File: config.mk
export PLATFORM = sky130hd
export DESIGN_NAME = hazard_fwd_ctrl
export DESIGN_NICKNAME = d
export VERILOG_FILES = /design/src/rtl/hazard_pkg.sv /design/src/rtl/fwd_match.sv /design/src/rtl/hazard_fwd_ctrl.sv
export SDC_FILE = /design/constraint.sdc
export NUM_CORES = 1
export LEC_CHECK = 0
export ABC_AREA = 1
export CAP_MARGIN = 20
export CORE_MARGIN = 1
export CORE_UTILIZATION = 46
export CTS_CLUSTER_DIAMETER = 50
export DETAILED_ROUTE_END_ITERATION = 10
export GPL_ROUTABILITY_DRIVEN = 0
export PLACE_DENSITY = 0.85
export SETUP_SLACK_MARGIN = 0.02
export SYNTH_ARGS = -nofsm -noshare
export SYNTH_HDL_FRONTEND = slang
export SYNTH_SLANG_ARGS = --single-unit
File: constraint.sdc
create_clock -name clk -period 1.65 [get_ports clk]
set_input_delay 0.2475 -clock clk [delete_from_list [all_inputs] [get_ports clk]]
set_output_delay 0.2475 -clock clk [all_outputs]
set_load 0.03 [all_outputs]
File: src/rtl/hazard_pkg.sv
// Shared types and constants for the hazard/forwarding control unit:
// forwarding codes, multiply/divide op encodings and timing-field widths.
package hazard_pkg;

  localparam int REG_W  = 5;
  localparam int TNEW_W = 2;
  localparam int TUSE_W = 2;

  localparam logic [1:0] FW_NONE   = 2'b00;
  localparam logic [1:0] FW_M_OR_W = 2'b01;
  localparam logic [1:0] FW_E_OR_M = 2'b10;

  typedef enum logic [1:0] {
    MD_NONE = 2'b00,
    MD_MULT = 2'b01,
    MD_DIV  = 2'b10,
    MD_HILO = 2'b11
  } md_op_e;

  // A producer's remaining latency after it advances one stage.
  function automatic logic [TNEW_W-1:0] tnew_dec(input logic [TNEW_W-1:0] t);
    return (t == '0) ? '0 : t - 1'b1;
  endfunction

  // True when a pending write to src cannot be ready by the time it is used.
  function automatic logic src_hazard(
    input logic [REG_W-1:0]  src,
    input logic [TUSE_W-1:0] tuse,
    input logic [REG_W-1:0]  e_a3,
    input logic [TNEW_W-1:0] e_tnew,
    input logic [REG_W-1:0]  m_a3,
    input logic [TNEW_W-1:0] m_tnew
  );
    return (src != '0) &&
           (((e_a3 == src) && (e_tnew > tuse)) ||
            ((m_a3 == src) && (m_tnew > tuse)));
  endfunction

endpackage

File: src/rtl/fwd_match.sv
// Selects a forwarding source for one operand from two prioritized producer
// slots; the higher-priority slot wins when both match.
module fwd_match
  import hazard_pkg::*;
(
  input  logic [REG_W-1:0] i_src,
  input  logic [REG_W-1:0] i_a3_hi,
  input  logic             i_rdy_hi,
  input  logic [REG_W-1:0] i_a3_lo,
  input  logic             i_rdy_lo,
  output logic [1:0]       o_sel
);

  always_comb begin
    o_sel = FW_NONE;
    if (i_src != '0) begin
      if ((i_a3_hi == i_src) && i_rdy_hi) begin
        o_sel = FW_E_OR_M;
      end else if ((i_a3_lo == i_src) && i_rdy_lo) begin
        o_sel = FW_M_OR_W;
      end
    end
  end

endmodule

File: src/rtl/hazard_fwd_ctrl.sv
// Hazard/forwarding control: shadow scoreboard of E/M/W producers, stall and
// forwarding decisions. Optional MDU busy interlock under HAZARD_MDU_STALL_EN.
module hazard_fwd_ctrl
  import hazard_pkg::*;
#(
  parameter int MULT_CYC = 5,
  parameter int DIV_CYC  = 10
) (
  input  logic              clk,
  input  logic              reset_n,
  input  logic [REG_W-1:0]  D_rs,
  input  logic [REG_W-1:0]  D_rt,
  input  logic [TUSE_W-1:0] D_Tuse_rs,
  input  logic [TUSE_W-1:0] D_Tuse_rt,
  input  logic [REG_W-1:0]  D_A3,
  input  logic [TNEW_W-1:0] D_Tnew,
  input  logic [1:0]        D_md_op,
  output logic [1:0]        FW_sel_rs_D,
  output logic [1:0]        FW_sel_rt_D,
  output logic [1:0]        FW_sel_rs_E,
  output logic [1:0]        FW_sel_rt_E,
  output logic              stall,
  output logic              E_clr,
  output logic              md_busy
);

  logic [REG_W-1:0]  r_e_a3;
  logic [TNEW_W-1:0] r_e_tnew;
  logic [REG_W-1:0]  r_e_rs;
  logic [REG_W-1:0]  r_e_rt;
  logic [REG_W-1:0]  r_m_a3;
  logic [TNEW_W-1:0] r_m_tnew;
  logic [REG_W-1:0]  r_w_a3;

  logic w_stall_rs;
  logic w_stall_rt;
  logic w_stall_md;
  logic w_stall;
  logic w_md_busy;
  logic w_e_rdy;
  logic w_m_rdy;

  assign w_stall_rs = src_hazard(D_rs, D_Tuse_rs, r_e_a3, r_e_tnew, r_m_a3, r_m_tnew);
  assign w_stall_rt = src_hazard(D_rt, D_Tuse_rt, r_e_a3, r_e_tnew, r_m_a3, r_m_tnew);
  assign w_stall    = w_stall_rs | w_stall_rt | w_stall_md;

  assign stall   = w_stall;
  assign E_clr   = w_stall;
  assign md_busy = w_md_busy;

  // A stalled D instruction is replaced by a bubble so it never forwards.
  always_ff @(posedge clk or negedge reset_n) begin
    if (!reset_n) begin
      r_e_a3   <= '0;
      r_e_tnew <= '0;
      r_e_rs   <= '0;
      r_e_rt   <= '0;
      r_m_a3   <= '0;
      r_m_tnew <= '0;
      r_w_a3   <= '0;
    end else begin
      if (w_stall) begin
        r_e_a3   <= '0;
        r_e_tnew <= '0;
        r_e_rs   <= '0;
        r_e_rt   <= '0;
      end else begin
        r_e_a3   <= D_A3;
        r_e_tnew <= D_Tnew;
        r_e_rs   <= D_rs;
        r_e_rt   <= D_rt;
      end
      r_m_a3   <= r_e_a3;
      r_m_tnew <= tnew_dec(r_e_tnew);
      r_w_a3   <= r_m_a3;
    end
  end

`ifdef HAZARD_MDU_STALL_EN
  localparam int MD_MAX = (MULT_CYC > DIV_CYC) ? MULT_CYC : DIV_CYC;
  localparam int MD_W   = $clog2(MD_MAX + 1);

  logic [MD_W-1:0] r_md_cnt;
  logic [1:0]      r_e_md_op;
  logic            w_d_start;
  logic            w_e_start;

  assign w_d_start  = (D_md_op == MD_MULT) || (D_md_op == MD_DIV);
  assign w_e_start  = (r_e_md_op == MD_MULT) || (r_e_md_op == MD_DIV);
  assign w_md_busy  = (r_md_cnt != '0) || w_e_start;
  assign w_stall_md = (D_md_op != MD_NONE) && w_md_busy;

  always_ff @(posedge clk or negedge reset_n) begin
    if (!reset_n) begin
      r_md_cnt  <= '0;
      r_e_md_op <= MD_NONE;
    end else begin
      r_e_md_op <= w_stall ? MD_NONE : D_md_op;
      if (w_d_start && !w_stall) begin
        r_md_cnt <= (D_md_op == MD_MULT) ? MD_W'(MULT_CYC) : MD_W'(DIV_CYC);
      end else if (r_md_cnt != '0) begin
        r_md_cnt <= r_md_cnt - 1'b1;
      end
    end
  end
`else
  logic w_unused_md;

  assign w_unused_md = ^{D_md_op, MULT_CYC[0], DIV_CYC[0]};
  assign w_md_busy   = 1'b0;
  assign w_stall_md  = 1'b0;
`endif

  assign w_e_rdy = (r_e_tnew == '0);
  assign w_m_rdy = (r_m_tnew == '0);

  // D stage: E over M; W reaches D through GRF write-through.
  fwd_match u_fwd_rs_d (
    .i_src    (D_rs),
    .i_a3_hi  (r_e_a3),
    .i_rdy_hi (w_e_rdy),
    .i_a3_lo  (r_m_a3),
    .i_rdy_lo (w_m_rdy),
    .o_sel    (FW_sel_rs_D)
  );

  fwd_match u_fwd_rt_d (
    .i_src    (D_rt),
    .i_a3_hi  (r_e_a3),
    .i_rdy_hi (w_e_rdy),
    .i_a3_lo  (r_m_a3),
    .i_rdy_lo (w_m_rdy),
    .o_sel    (FW_sel_rt_D)
  );

  // E stage: M over W; a W-slot value is always final.
  fwd_match u_fwd_rs_e (
    .i_src    (r_e_rs),
    .i_a3_hi  (r_m_a3),
    .i_rdy_hi (w_m_rdy),
    .i_a3_lo  (r_w_a3),
    .i_rdy_lo (1'b1),
    .o_sel    (FW_sel_rs_E)
  );

  fwd_match u_fwd_rt_e (
    .i_src    (r_e_rt),
    .i_a3_hi  (r_m_a3),
    .i_rdy_hi (w_m_rdy),
    .i_a3_lo  (r_w_a3),
    .i_rdy_lo (1'b1),
    .o_sel    (FW_sel_rt_E)
  );

endmodule

**After elaboration in Yosys (flattened, before gate mapping)**

Index checks and enable logic that the tools add are counted.

- Add/subtract/negate cells: 1
- Order comparisons: 4
- Eq/ne operators: 8
- Multiplexer cells: 17
- Bitwise gates (word level): 1
- Reductions and logical operators: 20

Operator list:

| cell | count |
|---|---|
| 5-bit == test | 8 |
| 2-bit 2-to-1 mux | 10 |
| 5-bit nonzero test | 4 |
| 5-bit 2-to-1 mux | 3 |
| 1-bit logical AND | 12 |
| 2-bit > comparator | 4 |
| 2-bit zero test | 2 |
| 1-bit 2-to-1 mux | 4 |
| 1-bit logical OR | 2 |
| 2-bit by 1-bit subtractor with 2-bit output (second input constant) | 1 |
| 1-bit OR | 1 |

- Register bits: 29
- Input port bits: 25
- Output and inout port bits: 11
- Word-level logic and storage cells: 58

**Logic depth before layout (Yosys ltp)**

Gate-level depths: netlist of the first run.

- Depth after elaboration: 6
- Gate-level depth with buffers: 11
- Depth with buffers taken out: 10

**Cells and area by module**

Synthesis of the first run repeated with hierarchy kept, for this count alone.

- Cell total of the unflattened synthesis: 415
- Area total of the unflattened synthesis: 2,423.6 um2

By module, submodules not included:

| module | instances | cells each | area each (um2) | sequential area each (um2) |
|---|---|---|---|---|
| hazard_fwd_ctrl | 1 | 183 | 1,487.7 | 725.7 |
| fwd_match | 4 | 58 | 234.0 | 0.0 |

**Worst setup path after synthesis of the first run**

Ideal clock, no wire load.

- Path kind: register to output
- Start: register r_e_a3[1]
- End: output port FW_sel_rs_D[1]
- Arrival time: 1.658 ns
- Data required time: 1.402 ns
- Setup slack: -0.256 ns
- Stages on the path, launching flop included: 6
- Buffers on the path: 0
- Cell sequence: dfrtp_1 inv_1 nand2_1 a21oi_1 nand3_1 nor4_1

- Longest elaborated chain between the ends: 4

Ends and longest elaborated chain:

| what | RTL line | RTL |
|---|---|---|
| from (decl) | hazard_fwd_ctrl.sv:27 | `logic [REG_W-1:0] r_e_a3;` |
| from (signal assigned) | hazard_fwd_ctrl.sv:54 | `r_e_a3 <= '0;` |
| from (signal assigned) | hazard_fwd_ctrl.sv:63 | `r_e_a3 <= '0;` |
| from (signal assigned) | hazard_fwd_ctrl.sv:68 | `r_e_a3 <= D_A3;` |
| 5-bit == test | fwd_match.sv:17 | `if ((i_a3_hi == i_src) && i_rdy_hi) begin` |
| 1-bit logical AND | fwd_match.sv:17 |  |
| 2-bit 2-to-1 mux | fwd_match.sv:17 |  |
| 2-bit 2-to-1 mux | fwd_match.sv:16 | `if (i_src != '0) begin` |
| to (decl) | hazard_fwd_ctrl.sv:18 | `output logic [1:0] FW_sel_rs_D,` |

No other way between the ends.

**Final worst setup path of the first run**

- Start: input port D_Tuse_rs[0]
- End: output port stall

- Longest elaborated chain between the ends: 5
- Elaborated cells on any way between the ends: 7
- Classes of those cells: order compare (2); bitwise (1); reduce/logical (4)

Ends and longest elaborated chain:

| what | RTL line | RTL |
|---|---|---|
| from (decl) | hazard_fwd_ctrl.sv:13 | `input logic [TUSE_W-1:0] D_Tuse_rs,` |
| 2-bit > comparator, on equally long branches | hazard_pkg.sv:35, hazard_pkg.sv:36 |  |
| 1-bit logical AND, on equally long branches | hazard_pkg.sv:35, hazard_pkg.sv:36 |  |
| 1-bit logical OR (*) | hazard_pkg.sv:35 | `(((e_a3 == src) && (e_tnew > tuse)) \|\|` |
| 1-bit logical AND (*) | hazard_pkg.sv:34 | `return (src != '0) &&` |
| 1-bit OR (*) | hazard_fwd_ctrl.sv:45 | `assign w_stall = w_stall_rs \| w_stall_rt \| w_stall_md;` |
| to (decl) | hazard_fwd_ctrl.sv:22 | `output logic stall,` |

Every way passes the cells marked *; elsewhere a longest branch is shown, timed or not.

==> results of run 1 <==
## worst register-to-register path: stages (launching register included)
cell and delay (ns):
dfrtp_1 0.42, buf_6 0.14, inv_6 0.06, ha_4 0.19, nand2_1 0.10, inv_1 0.09, a21oi_2 0.11, nand4_1 0.10
nand2_1 0.10, nand2_2 0.08, nand2_4 0.12, buf_6 0.11, buf_6 0.11, buf_16 0.13, nor2_4 0.05
## layout by cell type (no fill, tap or decap), types with 5 or more instances in the layout
cell             synthesis  routed
buf_4                    2      46
nand2_1                 60      42
inv_1                   43      36
dfrtp_1                 29      27
buf_6                    0      18
nand2_2                  2      17
nor2_1                  21      14
clkdlybuf4s50_1          0      12
nor2_2                  10      11
inv_2                    5      10
xor2_1                  10      10
nand4_1                  9       9
dlygate4sd2_1            0       9
nor2_4                   0       6
ha_4                     0       6
clkbuf_8                 0       5
## sequential cells by signal, summed over array words and instances, names as in the netlist
name / cells
r_m_a3: 5
r_m_tnew: 2
r_e_rs: 5
r_e_a3: 5
r_e_rt: 5
r_e_tnew: 2
r_w_a3: 5
## routing by layer
| metal | vias up | track usage, % | routed length (um) |
|---|---|---|---|
| li1 | 944 | - | - |
| met1 | 1038 | 32.7 | 2360 |
| met2 | 128 | 59.6 | 3690 |
| met3 | 52 | 6.94 | 580 |
| met4 | 0 | 23.4 | 509 |
| met5 | - | 0 | 0 |
## final cells by class
cell class | count | area, sq um
well taps | 48 | 60.1
clock buffers | 5 | 68.8
clock inverters | 3 | 17.5
fillers | 229 | 622
inverters | 48 | 190
flip-flops and latches | 29 | 728
multi-input cells | 165 | 1240
repair buffers | 89 | 813
## cells by family (layout without fill, tap and decap cells)
kind of cell	Yosys count	after routing	share of synthesized area, %
adders and majority gates	8	8	5.46
DFF	29	29	39.6
buffers and inverters	51	145	11.7
xor gates and xnor gates	15	15	7.16
other	1	1	0.204
and+or+nand+nor	122	122	29.9
AOI/OAI and AO/OA	19	19	6.00
## through the flow
step	instance area [sq um]	cells	hold slack [ns]
2_1_floorplan	1880	245	-0.0481
3_3_place_gp	2490	362	0.412
3_5_place_dp	2490	362	0.415
4_1_cts	2990	387	0.347
5_1_grt	3120	387	0.354
6_report	3120	387	0.327
## where the power goes
group / leakage [nW] / internal (W) / switching [W] / total [W]
clock network: 0.0439 / 0.000290 / 0.000311 / 0.000602
registers: 0.342 / 0.000775 / 0.0000708 / 0.000846
logic: 1.18 / 0.000417 / 0.000472 / 0.000889
total: 1.57 / 0.00148 / 0.000854 / 0.00234
## synth_stat cells, drive strengths merged (2+ instances only)
cell type and n:
nor3 9, nor2 31, o21ai 4, inv 48, nand2 63, or2 2
nand3 5, ha 8, xor2 10, nand4 9, nor4 2, a21oi 7
xnor2 5, dfrtp 29, o22ai 3, buf 3, a21boi 3
## repair_timing
| item | in CTS | in global routing |
|---|---|---|
| pin swaps | 29 | 21 |
| buffers inserted | 16 | 1 |
| setup endpoints to repair | 27 | 27 |
| resized for setup | 80 | 36 |
| cloned | 1 | 0 |
## path summary, 6_finish.rpt
kind | startpoint | to | slack, ns | depth (start not counted)
max | D_Tuse_rs[0] | stall | -0.55 | 9
min | reset_n | r_e_rt[3] | 0.33 | 2
max reg2reg | r_m_tnew[0] | r_e_rs[2] | -0.33 | 14
min reg2reg | r_e_a3[3] | r_m_a3[3] | 0.44 | 0
max in group asynchronous | reset_n | r_e_tnew[1] | 1.03 | 2
min in group clk | r_e_a3[3] | r_m_a3[3] | 0.44 | 0
==> summary.md, run 1 <==
| Metric | Value |
|---|---|
| Status | `finished with violations` |
| Failing checks | `setup timing` |
| Final Hold Fails | `0` |
| Syn Area/Cell | `between 7 and 8 sq um` |
| DRT iter0 DRCs | `128` |
| HPWL after detailed placement | `between 3 and 4 mm` |
| Synth warn | `0` |
| Final Util | `83.4%` |
| Post-synth top flop | `dfrtp_1` |
| Layout Skew | `0.00448 ns` |
| Sequential area share after synthesis | `39.6%` |
| Post-synthesis async set-or-reset flop share | `100%` |
| CP startpoint kind | `primary input` |
| Overall Power | `0.00234 W` |
| RSZ-0062 raised after global routing | `yes` |
| Number of synthesized register bits | `29` |
| Min Tclk post-route | `between 2 and 2.5 ns` |
| Routed length per instance | `18.5 um` |
| Clock Path Buffers | `2` |
| Tot GR Track Use | `32.7%` |
| P_leak | `1.57 nW` |
| Pre-CTS setup slack | `-0.428 ns` |
| Final period utilization | `133%` |
| Worst-path clk slew | `0.07 ns` |
| Syn nets | `278` |
| Number of routed nets with antenna violations | `0` |
| CTS buffer count | `5` |
| PwrDens | `748 nW/um^2` |
| IO Count | `36` |
| Final Max Tran Viols | `0` |
| Via Count | `2162` |
| Vias in the first global route | `roughly 2100` |
| Row Count | `22` |
| Top cell type's share of synthesized area | `39.6%` |
| Max Freq | `455 MHz` |
| Synth Cell Area | `roughly 1800 sq um` |
| Drt pass-1 iters | `6` |
| Critical Path RT | `1.40 ns` |
| Final setup vio count | `27` |
| Maximum VDD drop | `around 630 uV` |
| Hold WC Path Type | `in -> async` |
| Hold buffers post-CTS | `0` |
| Crit. End Element | `primary output` |
| Final nets | `371` |
| Max_cap viols | `0` |
| Crit-path max FO | `4` |
| Core area | `3740 sq um` |
| Setup WS post-layout | `-0.549 ns` |
| Most Frequent Cell on Critical Path | `nand2_1` |
| CTS sink cnt | `29` |
| Insertion delay to the later sink of the worst-skew pair | `0.31 ns` |
| Fraction of layout cells with a size suffix above 1 | `46.9%` |
| Gr ovfl total | `0` |
| WS Path Type | `in -> out` |
| Cell count after synthesis | `245` |
| CTS root buffer | `clkbuf_8` |
| Buf+Inv Stages, Crit Path | `2` |
| # diodes | `0` |
| Post-synth EDFFs | `0` |
| First-pass GRT wire length | `9.79 mm` |
| DR DRC count | `0` |
| Delay-heaviest family, CP | `buffers and inverters` |
| Largest net degree at the start of global routing | `30` |
| Synth top area cells | `dfrtp_1 40%, nand2_1 12%, inv_1 8.8%` |
| Area delta synth->final | `70.2%` |
| Die Span Y | `65.1 um` |
| Worst path cell trace | `clkdlybuf4s50_1 -> ha_1 -> nand2_1 -> a21boi_2 -> nand4_1 -> nand2_1 -> nand2_2 -> nand2_4 -> buf_6` |
| Die ar. | `4240 sq um` |
| H-tree depth | `2` |
| Chip width | `65.1 um` |
| Vias per Instance | `5.59` |
| Arr. time, crit path | `about 2.0 ns` |
| Yosys cell types | `26` |
| Setup TNS | `-7.91 ns` |
| IO buf count | `32` |
| Initial antenna violation count | `0` |
| Post-synth top area cell | `dfrtp_1` |
| Total Wirelength | `7.14 mm` |
| Initial Util | `49.0%` |
| Max incr delay on CP | `roughly 0.50 ns` |
| CTS tree | `yes` |
| Slowest-stage cell, CP | `clkdlybuf4s50_1` |
(Power assumes the default switching activity.)
==> inputs of run 2 (changes only) <==
--- a/config.mk
+++ b/config.mk
@@ -13,6 +13,7 @@
 export DETAILED_ROUTE_END_ITERATION = 10
 export GPL_ROUTABILITY_DRIVEN = 0
 export PLACE_DENSITY = 0.85
+export RECOVER_POWER = 50
 export SETUP_SLACK_MARGIN = 0.02
 export SYNTH_ARGS = -nofsm -noshare
 export SYNTH_HDL_FRONTEND = slang
==> results of run 2 <==
No change in the layout: final DEF, timing and power equal those of run 1.
==> inputs of run 3 (changes only) <==
--- a/config.mk
+++ b/config.mk
@@ -7,7 +7,6 @@
 export LEC_CHECK = 0
 export ABC_AREA = 1
 export CAP_MARGIN = 20
-export CORE_MARGIN = 1
 export CORE_UTILIZATION = 46
 export CTS_CLUSTER_DIAMETER = 50
 export DETAILED_ROUTE_END_ITERATION = 10
==> results of run 3 <==
No change in the layout: final DEF, timing and power equal those of run 1.
